--- src/rtl/pipe_pkg.sv ---
`default_nettype none
// +----------------------------------------------------------------------------+
// | Package     : pipe_pkg                                                     |
// | Description : Shared pipeline types and constants for the fetch stage and  |
// |               the decode stage that consumes the IF/ID register.           |
// | Revision    : 1.0 - initial release                                        |
// +----------------------------------------------------------------------------+
package pipe_pkg;

  localparam int XLEN = 32;

  localparam logic [XLEN-1:0] NOP_INSTR_DEFAULT = 32'h0000_0000;
  localparam logic [XLEN-1:0] RESET_PC_DEFAULT  = 32'h0000_0000;
  localparam logic [XLEN-1:0] INSTR_BYTES       = 32'd4;
  // Instruction fetches are word aligned; the low two address bits are dropped.
  localparam logic [XLEN-1:0] ALIGN_MASK        = {{(XLEN-2){1'b1}}, 2'b00};

  typedef enum logic [1:0] {
    RUN      = 2'd0,
    HOLD     = 2'd1,
    REDIRECT = 2'd2
  } fetch_state_t;

  typedef struct packed {
    logic [XLEN-1:0] instr;
    logic [XLEN-1:0] pc;
    logic [XLEN-1:0] pcPlus4;
    logic            valid;
  } ifid_t;

  // Builds a valid IF/ID entry; pcPlus4 wraps modulo 2^XLEN.
  function automatic ifid_t ifid_entry(input logic [XLEN-1:0] instr,
                                       input logic [XLEN-1:0] pc);
    ifid_t e;
    e.instr   = instr;
    e.pc      = pc;
    e.pcPlus4 = pc + INSTR_BYTES;
    e.valid   = 1'b1;
    return e;
  endfunction

endpackage
`default_nettype wire

--- src/rtl/fetch_hold_buf.sv ---
`default_nettype none
// +----------------------------------------------------------------------------+
// | Module      : fetch_hold_buf                                               |
// | Description : One-entry buffer for an instruction word that returned from  |
// |               imem while IF/ID was held. Flush has priority over capture,  |
// |               capture over release.                                        |
// | Ports       : clk, rst_n (async, active-low), capture/capture_instr/       |
// |               capture_pc (load entry), release_entry (empty it), flush     |
// |               (drop it); valid/instr/pc expose the stored entry.           |
// | Revision    : 1.0 - initial release                                        |
// +----------------------------------------------------------------------------+
module fetch_hold_buf
  import pipe_pkg::*;
(
  input  logic            clk,
  input  logic            rst_n,
  input  logic            capture,
  input  logic [XLEN-1:0] capture_instr,
  input  logic [XLEN-1:0] capture_pc,
  input  logic            release_entry,
  input  logic            flush,
  output logic            valid,
  output logic [XLEN-1:0] instr,
  output logic [XLEN-1:0] pc
);

  logic            valid_q, valid_d;
  logic [XLEN-1:0] instr_q, instr_d;
  logic [XLEN-1:0] pc_q, pc_d;

  always_comb begin
    valid_d = valid_q;
    instr_d = instr_q;
    pc_d    = pc_q;
    if (flush) begin
      valid_d = 1'b0;
    end else if (capture) begin
      valid_d = 1'b1;
      instr_d = capture_instr;
      pc_d    = capture_pc;
    end else if (release_entry) begin
      valid_d = 1'b0;
    end
  end

  always_ff @(posedge clk or negedge rst_n) begin
    if (!rst_n) begin
      valid_q <= 1'b0;
      instr_q <= '0;
      pc_q    <= '0;
    end else begin
      valid_q <= valid_d;
      instr_q <= instr_d;
      pc_q    <= pc_d;
    end
  end

  assign valid = valid_q;
  assign instr = instr_q;
  assign pc    = pc_q;

endmodule
`default_nettype wire

--- src/rtl/fetch_stage_ctrl.sv ---
`default_nettype none
// +----------------------------------------------------------------------------+
// | Module      : fetch_stage_ctrl                                             |
// | Description : Fetch stage: owns the PC and the IF/ID register, drives a    |
// |               1-cycle-latency synchronous imem, parks a word returning     |
// |               during a stall, and squashes wrong-path fetches on redirect. |
// | Ports       : clk, reset (async, active-low); pcWrite/ifid_writeReg stall  |
// |               controls; branch_taken/branch_target redirect; imem_en/      |
// |               imem_addr/imem_rdata memory port; ifid_* IF/ID register.     |
// | Revision    : 1.0 - initial release                                        |
// +----------------------------------------------------------------------------+
module fetch_stage_ctrl
  import pipe_pkg::*;
#(
  parameter logic [XLEN-1:0] RESET_PC  = RESET_PC_DEFAULT,
  parameter logic [XLEN-1:0] NOP_INSTR = NOP_INSTR_DEFAULT
) (
  input  logic            clk,
  input  logic            reset,
  input  logic            pcWrite,
  input  logic            ifid_writeReg,
  input  logic            branch_taken,
  input  logic [XLEN-1:0] branch_target,
  output logic            imem_en,
  output logic [XLEN-1:0] imem_addr,
  input  logic [XLEN-1:0] imem_rdata,
  output logic [XLEN-1:0] ifid_instr,
  output logic [XLEN-1:0] ifid_pc,
  output logic [XLEN-1:0] ifid_pcPlus4,
  output logic            ifid_valid
);

  localparam ifid_t BUBBLE = {NOP_INSTR, {XLEN{1'b0}}, {XLEN{1'b0}}, 1'b0};

  fetch_state_t    state_q, state_d;
  logic [XLEN-1:0] pc_q, pc_d;
  logic            resp_valid_q, resp_valid_d;
  logic [XLEN-1:0] resp_pc_q, resp_pc_d;
  ifid_t           ifid_q, ifid_d;

  logic            fetch_en;
  logic            advance;
  logic            hold_capture, hold_release, hold_flush;
  logic            hold_valid;
  logic [XLEN-1:0] hold_instr, hold_pc;

  // A PC advance without an IF/ID load would create a second outstanding
  // word, so that combination is handled as a plain stall.
  assign advance = pcWrite & ifid_writeReg;

  always_comb begin
    state_d      = state_q;
    pc_d         = pc_q;
    ifid_d       = ifid_q;
    resp_valid_d = 1'b0;
    resp_pc_d    = resp_pc_q;
    fetch_en     = 1'b0;
    hold_capture = 1'b0;
    hold_release = 1'b0;
    hold_flush   = 1'b0;

    if (branch_taken) begin
      // No read this cycle, so the word in flight is simply never consumed.
      pc_d       = branch_target & ALIGN_MASK;
      hold_flush = 1'b1;
      ifid_d     = BUBBLE;
      state_d    = REDIRECT;
    end else begin
      unique case (state_q)
        RUN: begin
          fetch_en = advance;
          if (ifid_writeReg) begin
            ifid_d = resp_valid_q ? ifid_entry(imem_rdata, resp_pc_q) : BUBBLE;
          end else if (resp_valid_q) begin
            hold_capture = 1'b1;
            state_d      = HOLD;
          end
        end
        HOLD: begin
          if (ifid_writeReg) begin
            ifid_d       = ifid_entry(hold_instr, hold_pc);
            hold_release = 1'b1;
            fetch_en     = advance;
            state_d      = RUN;
          end
        end
        REDIRECT: begin
          fetch_en = 1'b1;
          ifid_d   = BUBBLE;
          state_d  = RUN;
        end
        default: begin
          state_d = RUN;
        end
      endcase
    end

    if (fetch_en) begin
      pc_d         = pc_q + INSTR_BYTES;
      resp_valid_d = 1'b1;
      resp_pc_d    = pc_q;
    end
  end

  always_ff @(posedge clk or negedge reset) begin
    if (!reset) begin
      state_q      <= RUN;
      pc_q         <= RESET_PC;
      resp_valid_q <= 1'b0;
      resp_pc_q    <= '0;
      ifid_q       <= BUBBLE;
    end else begin
      state_q      <= state_d;
      pc_q         <= pc_d;
      resp_valid_q <= resp_valid_d;
      resp_pc_q    <= resp_pc_d;
      ifid_q       <= ifid_d;
    end
  end

  fetch_hold_buf u_hold_buf (
    .clk           (clk),
    .rst_n         (reset),
    .capture       (hold_capture),
    .capture_instr (imem_rdata),
    .capture_pc    (resp_pc_q),
    .release_entry (hold_release),
    .flush         (hold_flush),
    .valid         (hold_valid),
    .instr         (hold_instr),
    .pc            (hold_pc)
  );

  // Strobe is combinational so the first fetch goes out in the first cycle
  // after reset release; gating with reset keeps it low during reset.
  assign imem_en      = fetch_en & reset;
  assign imem_addr    = pc_q;
  assign ifid_instr   = ifid_q.instr;
  assign ifid_pc      = ifid_q.pc;
  assign ifid_pcPlus4 = ifid_q.pcPlus4;
  assign ifid_valid   = ifid_q.valid;

  a_no_advance_while_held: assert property (@(posedge clk) disable iff (!reset)
    !(pcWrite && !ifid_writeReg));

  a_hold_entry_present: assert property (@(posedge clk) disable iff (!reset)
    (state_q == HOLD) |-> hold_valid);

endmodule
`default_nettype wire

--- config.mk ---
export PLATFORM = sky130hd
export DESIGN_NAME = fetch_stage_ctrl
export DESIGN_NICKNAME = d
export VERILOG_FILES = /design/src/rtl/pipe_pkg.sv /design/src/rtl/fetch_hold_buf.sv /design/src/rtl/fetch_stage_ctrl.sv
export SDC_FILE = /design/constraint.sdc
export NUM_CORES = 1
export LEC_CHECK = 0
export CAP_MARGIN = 5
export CELL_PAD_IN_SITES_DETAIL_PLACEMENT = 0
export CELL_PAD_IN_SITES_GLOBAL_PLACEMENT = 2
export CORE_MARGIN = 5
export CORE_UTILIZATION = 37
export CTS_BUF_LIST = sky130_fd_sc_hd__clkbuf_8
export CTS_CLUSTER_DIAMETER = 50
export DETAILED_ROUTE_END_ITERATION = 12
export PLACE_DENSITY_LB_ADDON = 0.25
export REMOVE_ABC_BUFFERS = 1
export SYNTH_ARGS = -nofsm -noshare
export SYNTH_HDL_FRONTEND = slang
export SYNTH_SLANG_ARGS = --single-unit
--- constraint.sdc ---
create_clock -name clk -period 7.3 [get_ports clk]
set_clock_uncertainty 0.15 [all_clocks]
set_input_delay 1.46 -clock clk [delete_from_list [all_inputs] [get_ports clk]]
set_output_delay 1.46 -clock clk [all_outputs]
set_load 0.1 [all_outputs]
==> metrics.csv, run 1 <==
metric,value,unit
status,completed,
R2R cell count,8,
Clock Path Buffers,3,
met3 wire len,1728,um
Startpoint Class,primary input,
WS Path Type,primary input to primary output,
largest net degree at the start of global routing,82,
Final Non-Filler Cells,1605,
HP Class,flip-flop to flip-flop,
Tcrit/Tclk final,76.74,%
antenna-violating nets left,0,
"commonest non-fill, non-tap cell in the layout",dfrtp_1,
Metal-1 WL,14950,um
WP data arrival,3.99,ns
RSZ-0062 raised after global routing,no,
Post-CTS Hold Buffers,0,
"top cells by area, synth","dfrtp_1 51%, mux2_2 9.1%, nand2_1 4.9%",
die width,180.9,um
I/O Pins,199,
Area Growth Syn to Fin,28.08,%
Mapped Area,10800,um^2
top_reg_cell synth,dfrtp_1,
Mean Syn Cell Area,10.55,um^2
sequential element share of the synthesized area,50.74,%
Fin Setup TNS,0,ns
YS warnings,0,
clock slew at reported path FFs,0.05,ns
Starting DRT DRC Count,455,
total number of vias,8407,
cell accounting for the most synthesized area,dfrtp_1,
Synth top area share,50.74,%
unique cell type count in the Yosys netlist,56,
die area,32710,um^2
DRC,0,
routed wire length,30840,um
wire length per cell,19.21,um
crit end category,primary output,
TritonCTS clock tree,built,
clk sinks,219,
worst slew pin tran,1.067,ns
routability cong.,0.7925,
initial antenna violation count,0,
Die H,180.9,um
Layout Nets,1270,
Inserted Clock Buffers,41,
remaining global-route overflow,0,
CP Max Fanout,6,
post-CTS resize count,0,
"commonest non-fill, non-tap cells in the layout","219 x dfrtp_1, 192 x clkdlybuf4s50_1, 140 x nand2_1, 87 x mux2_2, 72 x o21ai_0",
ys async rst share,100.0,%
vias in the first global route,8557,
Post-DP HPWL,20380,um
first-pass GRT wire length,49540,um
initial core utilization,37.53,%
clk_lat worst skew,0.53,ns
vias per cell,5.238,
Port Buf Inserts,194,
detailed-routed wire length on met2,13700,um
share of layout cells above drive strength 1,14.25,%
hold path depth,2,
f_max,178.5,MHz
Root Driver,clkbuf_8,
All-Layer GR Usage,18.58,%
fin crit period,5.602,ns
final setup violating endpoints,0,
Max VDD drop,129.7,uV
Worst Path Required,5.69,ns
Rows,62,
number of setup buffers added after CTS,0,
cell count after synthesis,1024,
Core Area,28780,um^2
TritonRoute pass-1 iters,4,
total power,3.753,mW
final hold violations,0,
max-slew violation count,0,
Placed Cells,1535,
# H-tree levels,2,
post-synthesis register bit count,219,
max layer used,met4,
power density over cell area,271.3,nW/um^2
relative slew slack,28.65,%
Pleak,5.560,nW
"EDFF count, synth",0,
Inserted Diodes,0,
max-cap viol count,0,
## final timing paths
| kind | startpoint | endpoint | slack [ns] |
|---|---|---|---|
| setup / recovery | ifid_writeReg | imem_en | 1.70 |
| hold / removal | ifid_instr[22] | ifid_instr[22] | 0.32 |
| max in group asynchronous | reset | imem_addr[6] | 4.79 |
| min in group asynchronous | reset | ifid_instr[2] | 0.78 |
| hold reg to reg | ifid_instr[22] | ifid_instr[22] | 0.32 |
| setup reg to reg | state_q[0] | ifid_pcPlus4[21] | 3.83 |
## stage by stage
| step | hold WS (ns) | util, % | worst slack, ns | cell area [um^2] |
|---|---|---|---|---|
| CTS | 0.3284 | 48.07 | 1.682 | 13830 |
| floorplan | 0.3306 | - | 0.6192 | 10470 |
| finish | 0.3229 | 48.07 | 1.698 | 13830 |
| detailed placement | 0.3130 | 45.17 | 1.696 | 13000 |
| global placement | 0.3087 | 45.17 | 1.703 | 13000 |
| global route | 0.3456 | 48.07 | 1.574 | 13830 |
## synthesized netlist by cell type, drive strengths merged (4+ instances only)
cell type / count
a22o: 5
a21oi: 10
nor2b: 4
or4: 7
nor4: 17
nor2: 21
mux2i: 32
buf: 19
xnor2: 52
nor3: 23
o21ai: 73
nand3: 29
clkbuf: 60
or3: 5
mux2: 87
dfrtp: 219
a221o: 8
a22oi: 41
o211ai: 5
inv: 19
nand4: 19
o22ai: 4
and3: 8
ha: 7
xor2: 15
and4: 9
and2: 10
o31ai: 47
nand2: 140
## kinds of logic (layout without fill, tap and decap cells)
| family | count (synthesis) | count (layout) | share of synthesized area [%] |
|---|---|---|---|
| AO/OA/AOI/OAI | 210 | 210 | 13.08 |
| XOR/XNOR | 67 | 67 | 5.433 |
| adder cells (fa/ha/maj) | 7 | 7 | 0.8108 |
| buffers and inverters | 98 | 294 | 3.776 |
| flip-flops | 219 | 219 | 50.74 |
| multiplexers | 119 | 119 | 12.04 |
| other | 1 | 2 | 0.03472 |
| AND/OR/NAND/NOR | 303 | 303 | 14.10 |
## flip-flops by register name (all words and copies together) (netlist names)
name	count
ifid_pcPlus4	30
ifid_instr	32
resp_valid_q	1
u_hold_buf.pc	30
u_hold_buf.instr	32
ifid_valid	1
resp_pc_q	30
imem_addr	30
ifid_pc	31
state_q	2
## critical path: stages
cell and delay (ns):
clkdlybuf4s50_1 0.55, o211ai_1 0.18, a21oi_1 0.41, and3_1 0.25, clkdlybuf4s50_1 1.14
## per-layer routing
layer	track usage, %	up-vias
li1	-	4038
met1	26.98	4106
met2	28.44	225
met3	4.384	38
met4	4.023	0
met5	0	-
## power breakdown
part / leakage (nW) / switching [mW] / internal [mW]
Combinational: 2.25 / 0.530 / 0.350
Sequential: 2.83 / 0.259 / 1.41
Clock: 0.478 / 0.509 / 0.691
## layout make-up
class	instances	area, um^2
Clock inverter	16	90.09
Timing Repair Buffer	205	2027
Sequential cell	219	5480
Inverter	19	71.32
Fill cell	2717	14950
Clock buffer	54	743.2
Tap cell	384	480.5
Multi-Input combinational cell	708	4942
(Power assumes the default switching activity.)
==> run 2: changes to the inputs <==
- CORE_UTILIZATION: 37 -> 35
- clock period: 7.3 -> 5.74 ns (I/O delays scaled with it)
==> run 2 against run 1 <==
Clock power up 22%. Register-to-register slack lost 1.6 ns. Clock-buffer cell count down 2. Final area about the same. Critical path type unchanged. Total power increased by 26%. Sequential power grew 28%.
==> metrics.csv, run 2 (synthesized netlist as in run 1, its figures left out) <==
metric,value,unit
status,completed,
die width,185.7,um
wire length per cell,19.31,um
routability cong.,0.7701,
CP bufs+invs,2,
"commonest non-fill, non-tap cell in the layout",dfrtp_1,
relative slew slack,24.74,%
HP Class,flip-flop to flip-flop,
largest net degree at the start of global routing,154,
routed wire length,31260,um
max-slew violation count,0,
Post-DP HPWL,20720,um
WP data arrival,2.86,ns
WS Path Type,primary input to primary output,
remaining global-route overflow,0,
Startpoint Class,primary input,
power density over cell area,340.4,nW/um^2
critical path's top delay family,buffers and inverters,
worst hold start,ifid_valid,
initial antenna violation count,0,
share of layout cells above drive strength 1,14.23,%
multi-input gate area in the final layout,4942,um^2
Root Driver,clkbuf_8,
worst hold endpoint,ifid_valid,
final setup violating endpoints,0,
All-Layer GR Usage,18.03,%
total number of vias,8533,
post-CTS resize count,0,
TritonRoute pass-1 iters,4,
"commonest non-fill, non-tap cells in the layout","219 x dfrtp_1, 191 x clkdlybuf4s50_1, 140 x nand2_1, 87 x mux2_2, 72 x o21ai_0",
Setup WS post-layout,1.578,ns
Starting DRT DRC Count,467,
FF-to-FF End,ifid_pc[16],
die area,34480,um^2
Pleak,5.554,nW
DRC,0,
first-pass GRT wire length,49360,um
Tcrit/Tclk final,72.51,%
Reg-to-Reg Start,state_q[0],
Area Growth Syn to Fin,28.16,%
crit end category,primary output,
Inserted Diodes,0,
vias in the first global route,8553,
I/O Pins,199,
Final Non-Filler Cells,1619,
vias per cell,5.271,
worst path cell trace,"clkdlybuf4s50_1, o211ai_1, a21oi_1, and3_1, buf_4",
Rows,64,
Max VDD drop,133.4,uV
antenna-violating nets left,0,
initial core utilization,35.40,%
hold path depth,2,
"setup slack, reg-to-reg",2.20,ns
max-cap viol count,0,
worst slew pin tran,1.126,ns
fin crit period,4.162,ns
Port Buf Inserts,194,
Layout Nets,1271,
# H-tree levels,2,
clk sinks,219,
Die H,185.7,um
critical path's slowest cell,clkdlybuf4s50_1,
CP Max Fanout,6,
Post-CTS Hold Buffers,0,
f_max,240.3,MHz
delay of the slowest cell on the worst path,0.56,ns
final hold violations,0,
Clock Path Buffers,3,
number of setup buffers added after CTS,0,
Core Area,30510,um^2
clk_lat worst skew,0.53,ns
total power,4.712,mW
TritonCTS clock tree,built,
Placed Cells,1547,
Worst Path Required,4.44,ns
FF/Latch Area,5480,um^2
final-layout fill cell count,2959,
RSZ-0062 raised after global routing,no,
clock slew at reported path FFs,0.05,ns
R2R cell count,7,
Post-Place Worst Slack,1.585,ns
Inserted Clock Buffers,42,
## run 2: where the power goes
group | switching [mW] | internal, mW
clock | 0.650 | 0.811
combinational | 0.676 | 0.448
sequential | 0.327 | 1.80
total | 1.65 | 3.06
## run 2: worst max path at each step
stage               slack [ns]                to  cells after the start          start
finish                    1.58           imem_en                      5  ifid_writeReg
global route              1.49           imem_en                      5  ifid_writeReg
CTS                       1.58           imem_en                      5  ifid_writeReg
detailed placement        1.59           imem_en                      5  ifid_writeReg
global placement          1.58           imem_en                      5  ifid_writeReg
floorplan                -0.94  ifid_pcPlus4[10]                      6     state_q[0]
## run 2: area by class of cell
type                       instances  share of cell area [%]
sequential                       219                   39.59
multi-input combinational        708                   35.70
timing repair buffer             205                   14.80
clock buffer                      52                   5.170
tap                              396                   3.579
clock inverter                    20                  0.6417
inverter                          19                  0.5152
## run 2: stage by stage
stage	cell area (um^2)	hold WS [ns]	setup TNS [ns]	utilization, %
after floorplan	10470	0.3306	-69.69	-
after global placement	13040	0.3088	0	42.74
after detailed placement	13040	0.3144	0	42.74
after CTS	13840	0.3272	0	45.37
after global routing	13840	0.3530	0	45.37
final	13840	0.3186	0	45.37
## run 2: per-layer routing
metal	up-vias	wire [um]	GRT usage (%)	part of all wire [%]
met2	256	13960	28.32	45
li1	4032	-	-	-
met5	-	0	0	0
met1	4212	14630	25.28	47
met4	0	375	3.702	1.2
met3	33	2291	4.866	7.3
## run 2: worst min-delay path, delay by kind of cell, from the launching register on
family        cells  cell delay, ns
flops             1            0.33
simple gates      2            0.10
